--- config.mk ---
export PLATFORM = sky130hd
export DESIGN_NAME = adder16_seq_flat
export DESIGN_NICKNAME = d
export VERILOG_FILES = /design/src/rtl/adder16_seq_if.sv /design/src/rtl/adder16_seq.sv /design/src/flat_wrapper.sv
export SDC_FILE = /design/constraint.sdc
export NUM_CORES = 1
export LEC_CHECK = 0
export CAP_MARGIN = 20
export CORE_ASPECT_RATIO = 1.75
export CORE_MARGIN = 3
export CORE_UTILIZATION = 45
export CTS_BUF_LIST = sky130_fd_sc_hd__clkbuf_8
export DETAILED_ROUTE_END_ITERATION = 6
export GPL_ROUTABILITY_DRIVEN = 0
export PLACE_DENSITY = 0.75
export SYNTH_ARGS = -nofsm -noshare
export SYNTH_HDL_FRONTEND = slang
export SYNTH_SLANG_ARGS = --single-unit
--- constraint.sdc ---
create_clock -name clk -period 3.6 [get_ports clk]
set_input_delay 0.36 -clock clk [delete_from_list [all_inputs] [get_ports clk]]
set_output_delay 0.36 -clock clk [all_outputs]
set_load 0.02 [all_outputs]
--- src/rtl/adder16_seq_if.sv ---
`default_nettype none
// ----------------------------------------------------------------------------
// adder16_seq_if : operand request / result handshake bundle for adder16_seq
// Revision: 1.0
// ----------------------------------------------------------------------------
interface adder16_seq_if #(
  parameter int WIDTH = 16
);
  logic             in_valid;
  logic             in_ready;
  logic [WIDTH-1:0] a;
  logic [WIDTH-1:0] b;
  logic             cin;
  logic             out_valid;
  logic             out_ready;
  logic [WIDTH-1:0] sum;
  logic             cout;

  modport master (
    output in_valid, a, b, cin, out_ready,
    input  in_ready, out_valid, sum, cout
  );

  modport slave (
    input  in_valid, a, b, cin, out_ready,
    output in_ready, out_valid, sum, cout
  );
endinterface
`default_nettype wire

--- src/rtl/adder16_seq.sv ---
`default_nettype none
// ----------------------------------------------------------------------------
// adder16_seq : 16-bit adder sequenced over four passes of an external 5-bit slice
// Revision: 1.0
// ----------------------------------------------------------------------------
module adder16_seq #(
  parameter int WIDTH   = 16,
  parameter int SLICE_W = 5
) (
  input  wire                clk,
  input  wire                rst,
  adder16_seq_if.slave       bus,
  output logic [SLICE_W-1:0] slice_a,
  output logic [SLICE_W-1:0] slice_b,
  output logic               slice_cin,
  input  wire  [SLICE_W-1:0] slice_sum,
  input  wire                slice_cout
);

  localparam int         PASSES = (WIDTH + SLICE_W - 1) / SLICE_W;
  localparam int         PAD_W  = PASSES * SLICE_W;
  localparam logic [1:0] LAST   = 2'(PASSES - 1);

  typedef enum logic [1:0] {
    IDLE = 2'd0,
    RUN  = 2'd1,
    DONE = 2'd2
  } state_t;

  state_t             state;
  logic [1:0]         pass;
  logic [WIDTH-1:0]   a_reg;
  logic [WIDTH-1:0]   b_reg;
  logic               cin_reg;
  logic               carry_reg;
  logic [WIDTH-1:0]   sum_reg;
  logic               cout_reg;
  logic [PAD_W-1:0]   a_pad;
  logic [PAD_W-1:0]   b_pad;

  // Operands are zero-padded so the final pass sees {0000, bit15}
  assign a_pad = {{(PAD_W - WIDTH){1'b0}}, a_reg};
  assign b_pad = {{(PAD_W - WIDTH){1'b0}}, b_reg};

  always_comb begin
    slice_a   = '0;
    slice_b   = '0;
    slice_cin = 1'b0;
    if (state == RUN) begin
      slice_a   = a_pad[int'(pass) * SLICE_W +: SLICE_W];
      slice_b   = b_pad[int'(pass) * SLICE_W +: SLICE_W];
      slice_cin = (pass == 2'd0) ? cin_reg : carry_reg;
    end
  end

  always_ff @(posedge clk or posedge rst) begin
    if (rst) begin
      state     <= IDLE;
      pass      <= 2'd0;
      a_reg     <= '0;
      b_reg     <= '0;
      cin_reg   <= 1'b0;
      carry_reg <= 1'b0;
      sum_reg   <= '0;
      cout_reg  <= 1'b0;
    end else begin
      case (state)
        IDLE: begin
          if (bus.in_valid) begin
            a_reg     <= bus.a;
            b_reg     <= bus.b;
            cin_reg   <= bus.cin;
            carry_reg <= 1'b0;
            sum_reg   <= '0;
            cout_reg  <= 1'b0;
            pass      <= 2'd0;
            state     <= RUN;
          end
        end
        RUN: begin
          if (pass == LAST) begin
            // Last pass holds bit15 plus padding, so the carry lands in sum bit 1
            sum_reg[WIDTH-1] <= slice_sum[0];
            cout_reg         <= slice_sum[1];
            state            <= DONE;
          end else begin
            sum_reg[int'(pass) * SLICE_W +: SLICE_W] <= slice_sum;
            carry_reg <= slice_cout;
            pass      <= pass + 2'd1;
          end
        end
        DONE: begin
          if (bus.out_ready) begin
            state <= IDLE;
          end
        end
        default: state <= IDLE;
      endcase
    end
  end

  assign bus.in_ready  = (state == IDLE);
  assign bus.out_valid = (state == DONE);
  assign bus.sum       = sum_reg;
  assign bus.cout      = cout_reg;

endmodule
`default_nettype wire

--- src/flat_wrapper.sv ---
// flat-port wrapper written by rule: the top's interface ports become plain ports
module adder16_seq_flat 
#(
  parameter int WIDTH   = 16,
  parameter int SLICE_W = 5
)
  (clk, rst, slice_a, slice_b, slice_cin, slice_sum, slice_cout, bus_in_valid, bus_a, bus_b, bus_cin, bus_out_ready, bus_in_ready, bus_out_valid, bus_sum, bus_cout);
  adder16_seq_if #(.WIDTH(WIDTH)) bus_i ();
  input  wire clk;
  input  wire rst;
  output logic [SLICE_W-1:0] slice_a;
  output logic [SLICE_W-1:0] slice_b;
  output logic slice_cin;
  input  wire  [SLICE_W-1:0] slice_sum;
  input  wire slice_cout;
  input wire logic [$bits(bus_i.in_valid)-1:0] bus_in_valid;
  input wire logic [$bits(bus_i.a)-1:0] bus_a;
  input wire logic [$bits(bus_i.b)-1:0] bus_b;
  input wire logic [$bits(bus_i.cin)-1:0] bus_cin;
  input wire logic [$bits(bus_i.out_ready)-1:0] bus_out_ready;
  output wire logic [$bits(bus_i.in_ready)-1:0] bus_in_ready;
  output wire logic [$bits(bus_i.out_valid)-1:0] bus_out_valid;
  output wire logic [$bits(bus_i.sum)-1:0] bus_sum;
  output wire logic [$bits(bus_i.cout)-1:0] bus_cout;
  assign bus_i.in_valid = bus_in_valid;
  assign bus_i.a = bus_a;
  assign bus_i.b = bus_b;
  assign bus_i.cin = bus_cin;
  assign bus_i.out_ready = bus_out_ready;
  assign bus_in_ready = bus_i.in_ready;
  assign bus_out_valid = bus_i.out_valid;
  assign bus_sum = bus_i.sum;
  assign bus_cout = bus_i.cout;
  adder16_seq #(.WIDTH(WIDTH), .SLICE_W(SLICE_W)) u_core (.clk(clk), .rst(rst), .bus(bus_i), .slice_a(slice_a), .slice_b(slice_b), .slice_cin(slice_cin), .slice_sum(slice_sum), .slice_cout(slice_cout));
endmodule
==> results of run 1 <==
==> power groups by stage <==
stage / clock, mW / sequential (mW) / combinational (mW)
6_report: 0.364 / 1.09 / 1.64
2_1_floorplan: 0 / 1.05 / 1.16
4_1_cts: 0.374 / 1.09 / 1.66
5_1_grt: 0.398 / 1.13 / 1.78
3_5_place_dp: 0 / 1.11 / 1.65
3_3_place_gp: 0 / 1.10 / 1.63
==> through the flow <==
stage / total power, mW / util / hold WS, ns
2_1_floorplan: 2.209 / - / 0.4749
3_3_place_gp: 2.722 / 0.5963 / 0.4853
3_5_place_dp: 2.757 / 0.5963 / 0.4926
4_1_cts: 3.127 / 0.6129 / 0.5173
5_1_grt: 3.302 / 0.6129 / 0.5274
6_report: 3.088 / 0.6129 / 0.4941
==> cell type report <==
cell class | count | area (um^2) | area share
Tap cell | 78 | 97.59 | 0.02708
Sequential cell | 55 | 1376 | 0.3819
Clock buffer | 5 | 68.82 | 0.01910
Timing Repair Buffer | 75 | 743.2 | 0.2062
Multi-Input combinational cell | 146 | 1266 | 0.3514
Clock inverter | 3 | 28.78 | 0.007986
Inverter | 6 | 22.52 | 0.006250
==> placed cells by master, fill, tap and decap left out, types with 2 or more instances in the layout <==
cell type / instances
sky130_fd_sc_hd__clkdlybuf4s50_1: 72
sky130_fd_sc_hd__dfrtp_1: 55
sky130_fd_sc_hd__mux2_2: 54
sky130_fd_sc_hd__nand2_1: 22
sky130_fd_sc_hd__nor3_1: 10
sky130_fd_sc_hd__nor2_1: 9
sky130_fd_sc_hd__ha_1: 6
sky130_fd_sc_hd__and4b_1: 5
sky130_fd_sc_hd__clkbuf_8: 5
sky130_fd_sc_hd__inv_1: 4
sky130_fd_sc_hd__o21ai_0: 4
sky130_fd_sc_hd__a21oi_1: 4
sky130_fd_sc_hd__mux2i_1: 4
sky130_fd_sc_hd__a22oi_1: 4
sky130_fd_sc_hd__a31oi_4: 3
sky130_fd_sc_hd__buf_4: 3
sky130_fd_sc_hd__nor3b_1: 2
sky130_fd_sc_hd__a22o_1: 2
sky130_fd_sc_hd__nor2b_1: 2
sky130_fd_sc_hd__mux4_2: 2
sky130_fd_sc_hd__and2_1: 2
sky130_fd_sc_hd__clkinv_4: 2
==> worst max-delay path: cells and delay by family, from the launching register on <==
family / cells / cell delay [ns]
buffers and inverters: 1 / 0.63
and+or+nand+nor: 2 / 0.71
DFF: 1 / 0.73
AOI/OAI and AO/OA: 1 / 0.18
==> worst max path at each step <==
stage	end	slack, ns	depth (start not counted)
after global routing	slice_a[4]	0.49	4
after detailed placement	slice_b[3]	1.03	4
after CTS	slice_b[3]	0.63	4
after global placement	slice_b[4]	1.05	4
after floorplan	u_core.bus.sum[6]	1.47	7
final	slice_b[3]	0.68	4
==> metal layers <==
layer  up-vias  GRT usage  wire, um
met2        59     0.3121      3211
met4         0    0.07110       136
met5         -          0         0
met3        10    0.03196       307
met1       905     0.2019      2243
li1        918          -         -
==> cells by family (layout without fill, tap and decap cells) <==
kind of cell | after synthesis | in the layout | share of synthesized area
flip-flops | 55 | 55 | 0.5023
buffers and inverters | 17 | 89 | 0.03561
AO/OA/AOI/OAI | 21 | 21 | 0.06576
multiplexers | 60 | 60 | 0.2530
AND/OR/NAND/NOR | 59 | 59 | 0.1160
adder cells (fa/ha/maj) | 6 | 6 | 0.02740
==> results.txt, run 1 <==
* Sequential share of the synthesized area: 0.5023
- The number of max-slew violations in the final report is 0.
* Cell area after layout: 0.003603 mm^2
- Cell internal power dissipation: 1.876 mW
- HPWL after detailed placement: 4.431 mm
- Number of enable-type register cells in the synthesized netlist: 0
* Maximum number of pins on one net before global-route repair: 37
- CP endpoint kind: primary output
* Global-route wire length before repair: 9.480 mm
- Post-CTS Hold Fix Bufs: 0
* Run status: completed
- The number of global-route vias before repair was 1940.
- Summing every instance area after synthesis gives 0.002740 mm^2.
* Post-synthesis area per instance: 12.57 um^2
- Headroom to the max-slew limit came out at 0.4952.
* Top cell type by total area after synthesis: sky130_fd_sc_hd__dfrtp_1
* Dominant cells by area after synthesis: sky130_fd_sc_hd__dfrtp_1 (50%), sky130_fd_sc_hd__mux2_2 (22%), sky130_fd_sc_hd__nand2_1 (3.0%)
- For this design the static power due to leakage is 1.521 nW.
- For the final routed database, the setup TNS stands at 0 ns.
- The synthesized netlist contains 34 unique library cells.
* Maximum capacitance violations: 0
- Hold crit path type: in2async
- The most used flip-flop cell after synthesis is sky130_fd_sc_hd__dfrtp_1.
* Count of placed standard cells including taps: 360
- Initial cell density of the core: 0.4661
- The startpoint identified for the worst register-to-register timing path is u_core.pass[0].
- Count of antenna diodes in the layout: 0
- Of the total power, combinational logic draws 0.530.
- Reg2reg end: u_core.bus.sum[6]
- Residual overflow from global routing: 0
- Buffers placed on the I/O ports in this run total 72.
* Startpoint type of the worst setup path: register
- After floorplanning, the core was sized to cover 0.005879 mm^2.
* Final cell count without fillers: 368
- Total vias in the final route: 1892
- The worst-case IR drop observed on VDD is 604.9 uV.
- TritonCTS created 5 clock buffers.
- CTS HTree Levels: 2
* Routed vias/inst: 5.141
* Post-CTS setup buffers: 0
- Residual antenna-violating net count after detailed routing: 0
- Setup violations, final: 0
* Final Net Count: 338
- For flop-to-flop paths, the worst setup slack is 1.27 ns.
- TritonCTS built the clock tree.
- For this block, the initial DRC count from the detailed router was 69.
* Aggregate routed wire length: 5.898 mm
- Clock-pin slew was measured on the worst setup and hold paths at 0.11 ns.
* Antenna violations before repair: 0
- In the post-route analysis, the smallest setup slack over all paths is 0.6760 ns.
- Yosys synthesis warning count: 0
* Layout-stage area growth over the synthesis result: 31.51%
* Chip Width: 64.99 um
- Dominant cell by count in the synthesized netlist: sky130_fd_sc_hd__dfrtp_1
- Once the clock tree was built, the resizer swapped 0 gates to a different size.
- Post-route minimum period: 2.924 ns
- Of the total power, the share spent switching nets is 0.3926.
* Most frequent cells after synthesis: sky130_fd_sc_hd__dfrtp_1 (55), sky130_fd_sc_hd__mux2_2 (54), sky130_fd_sc_hd__nand2_1 (22)
* Flops & latches, synth: 55
- Data arrival at the endpoint of the critical path: 2.56 ns
* Vertical die dimension: 109.2 um
- For this run, the total global-route usage over all layers was measured as 0.1744.
- In the final routed layout, each cell accounts on average for 16.03 um.
- The floorplan has 37 rows.
- Placed inst area: 0.003506 mm^2
- Of the post-synthesis cell area, the dominant cell type holds 0.5023.
- Setup repair after global routing left no endpoint under its margin.
- Router iterations before antenna repair: 4
- The number of failing hold endpoints at the final stage came to 0.
- For the final database, setup skew stands at 0.006499 ns.
- Dividing total power by cell area gives a power density of 857.1 mW/mm^2.
- Share of flip-flops with an asynchronous set or reset: 1.000
- For this design, the slowest cell found on the critical path is sky130_fd_sc_hd__dfrtp_1.
- Full die area: 0.007098 mm^2
- At the pin with the least slew margin, the transition time is 0.7561 ns.
- Number of cells traversed by the worst register-to-register path: 6
- Maximum root-to-sink buffer count: 2
- IO Pins: 73
- Clk sinks: 55
- Derived from the worst setup path, the maximum achievable clock frequency is 342.0 MHz.
- In the routed design, unresolved DRC markers number 0.
- The setup path with the least slack is of type reg2out.
- The share of total power dissipated in the clock network is 0.118.
- Counting every net in the synthesized netlist gives 267.
* CP startpoint: u_core.pass[0]
- The cell count after synthesis came out at 218.
- In this run the power spent charging and discharging nets is 1.213 mW.
- In the final layout, the share of cells above drive strength 1 is 0.2483.
- Sequential group share of total power: 0.352
- For the worst-skew pair, the clock arrives at the later sink with an insertion delay of 0.31 ns.
- Timing analysis after detailed placement gives a worst setup slack of 1.027 ns.
- Fill cells in the final layout number 495.
- Dividing the final minimum period by the clock period gives 0.8122.
* Cell at the root of the clock tree: sky130_fd_sc_hd__clkbuf_8
* Largest driver fanout on the critical path: 17
* Slowest stage delay, CP: 0.73 ns
- The critical path goes through nor2b_1 > a22oi_1 > nor2_1 > clkdlybuf4s50_1.
* Critical Path RT: 3.24 ns
No activity file was read; power rests on OpenSTA's default activity.
==> run 2, diff against run 1 <==
- clock period: 3.6 -> 3.05 ns (I/O delays scaled with it)
==> run 2 against run 1 <==
Against the previous run: cell area rose by 0.45%; count of clock-buffer cells in the layout rose by 1; final cell count rose by 0.54%; sequential power rose by 17%; routed wire length rose by 3.7%; hold slack improved by 0.00078 ns; clock power rose by 17%; core utilization rose by 0.28 points; critical path type unchanged; sequential share of layout area fell by 0.17 points; setup slack got worse by 0.39 ns; global-route usage rose by 1.6 points; die area did not move.
==> results.txt, run 2 (same netlist as run 1, synthesis figures left out) <==
* Fraction of final layout cells with drive strength greater than 1: 0.2534
- Data arrival at the endpoint of the critical path: 2.46 ns
- Period Utilization, post-route: 0.9061
- Sum Neg Setup Slack: 0 ns
- Critical Path RT: 2.74 ns
* Maximum root-to-sink buffer count: 2
- Clock-pin slew was measured on the worst setup and hold paths at 0.10 ns.
- The number of global-route vias before repair was 2106.
- Core region area: 0.005879 mm^2
- Wire length per cell after detailed routing: 16.54 um
* Final setup margin: 0.2864 ns
- Detailed Route Iter0 Violations: 50
* Met3 GRT Util: 0.03505
- Post-CTS setup buffers: 0
- Final Net Count: 340
- Final Max Tran Viols: 0
- After global routing, the most crowded layer is met2.
- At the placement stage, the worst setup path has a slack of 0.6260 ns.
- The run finished with clean final reports.
- Global routing finished with a remaining overflow of 0.
- Global-route wire length before repair: 10.21 mm
- Routed vias/inst: 5.270
* Most common cell after layout, fill and taps aside: sky130_fd_sc_hd__clkdlybuf4s50_1
- Resize count post-CTS: 0
- Setup violations remaining at the end of the flow were counted as 0.
- The detail route stage leaves a number of antenna-violating nets equal to 0.
- Largest driver fanout on the critical path: 16
- Fin. Hold Viols: 0
- CTS placed an instance of sky130_fd_sc_hd__clkbuf_8 at the clock tree root.
- Counting both buffers and inverters, the worst setup path holds a total of 1.
- In this design, the largest share of critical-path delay is due to simple AND/OR/NAND/NOR gates.
* Tot Pwr: 3.672 mW
- Number of input and output port buffers inserted: 72
- Peak supply drop: 560.7 uV
- Router iterations before antenna repair: 4
- Critical-path top delay cell: sky130_fd_sc_hd__dfrtp_1
* Post-route minimum period: 2.764 ns
- Across the run, the number of max-cap violations was 0.
- Aggregate routed wire length: 6.119 mm
- Hold crit path type: in2async
* Startpoint type of the worst setup path: register
- The die covers 0.007098 mm^2.
- Initial cell density of the core: 0.4661
* CP cell instances: nor2b_1 > a22oi_1 > nor2_1 > clkdlybuf4s50_1
- The repair_antennas step left the layout with diodes totalling 0.
- Maximum number of pins on one net before global-route repair: 56
- Number of remaining DRC errors: 0
* Grt met2 use: 0.3487
* Vertical die dimension: 109.2 um
- The floorplan step set the die width to 64.99 um.
- CTS HTree Levels: 2
- Once layout is complete, the utilization of the core stands at 0.6157.
* Gr usage total: 0.1906
- In this design, the stage delay of the slowest critical-path cell is 0.63 ns.
* Row count: 37
- Met1 routing resource usage after global routing: 0.2056
- TritonCTS built the clock tree.
- Post-CTS Hold Fix Bufs: 0
* Antenna violations before repair: 0
- Setup CP Type: reg2out
* Worst skew pair latency: 0.31 ns
* Power density relative to cell area: 1015 mW/mm^2
- The library cells used most frequently in the layout, excluding fill and tap cells, are sky130_fd_sc_hd__clkdlybuf4s50_1 (72), sky130_fd_sc_hd__dfrtp_1 (55), sky130_fd_sc_hd__mux2_2 (54).
- Setup repair after global routing missed its margin: no
* Layout-stage area growth over the synthesis result: 32.10%
* Clk sinks: 55
- Max Clock Freq: 361.8 MHz
- Relative max-transition margin: 0.5351
- HPWL after detailed placement: 4.650 mm
* IO Pins: 73
- Clock tree skew after final layout: 0.009437 ns
- Clock tree synthesis inserted a total of 5 buffers.
- CP endpoint kind: primary output
* Slew at the pin with the worst max-slew slack: 0.6974 ns
- The final route contains 1950 vias.
* Static Leakage: 1.528 nW
-- run 2: cell types whose count changed in the layout (fill, tap and decap cells not counted), sizes merged --
cell	change
buf	+2
clkbuf	+1
clkinv	-1
clkinvlp	+1
inv	-1
-- run 2: through the flow --
step,std cells,cell area (um^2),hold slack [ns]
after global placement,362,3521,0.4846
after CTS,370,3620,0.5143
after floorplan,218,2740,0.4410
after global routing,370,3620,0.5303
final,370,3620,0.4948
after detailed placement,362,3521,0.4926
-- run 2: worst min-delay path: stages --
cell and delay, ns:
sky130_fd_sc_hd__clkdlybuf4s50_1 0.41, sky130_fd_sc_hd__inv_2 0.05, sky130_fd_sc_hd__buf_4 0.55
-- run 2: area by class of cell --
cell class | instances | area (um^2)
fill | 489 | 2260
tap | 78 | 97.59
sequential | 55 | 1376
multi-input combinational | 146 | 1266
timing repair buffer | 77 | 758.2
inverter | 6 | 22.52
clock inverter | 2 | 16.27
clock buffer | 6 | 82.58
-- run 2: power breakdown --
part	internal, mW	total (mW)	leakage [nW]	switching, mW
combinational	1.02	1.97	0.795	0.952
sequential	1.04	1.27	0.686	0.237
clock	0.186	0.426	0.0474	0.240
total	2.24	3.67	1.53	1.43
-- run 2: path summary, 6_finish.rpt --
kind	from	endpoint	slack (ns)	depth (start not counted)
max	u_core.pass[1]	slice_b[3]	0.29	4
min	rst	u_core.bus.sum[3]	0.49	3
max reg2reg	u_core.pass[1]	u_core.bus.sum[6]	0.81	4
min reg2reg	u_core.bus.sum[0]	u_core.bus.sum[0]	0.51	1
max in group asynchronous	rst	u_core.a_reg[9]	2.09	3
min in group clk	u_core.bus.sum[0]	u_core.bus.sum[0]	0.51	1
-- run 2: per-layer routing --
layer	vias up	wire [um]
met5	-	0
met4	0	225
met3	15	263
met2	68	3384
met1	946	2246
li1	921	-
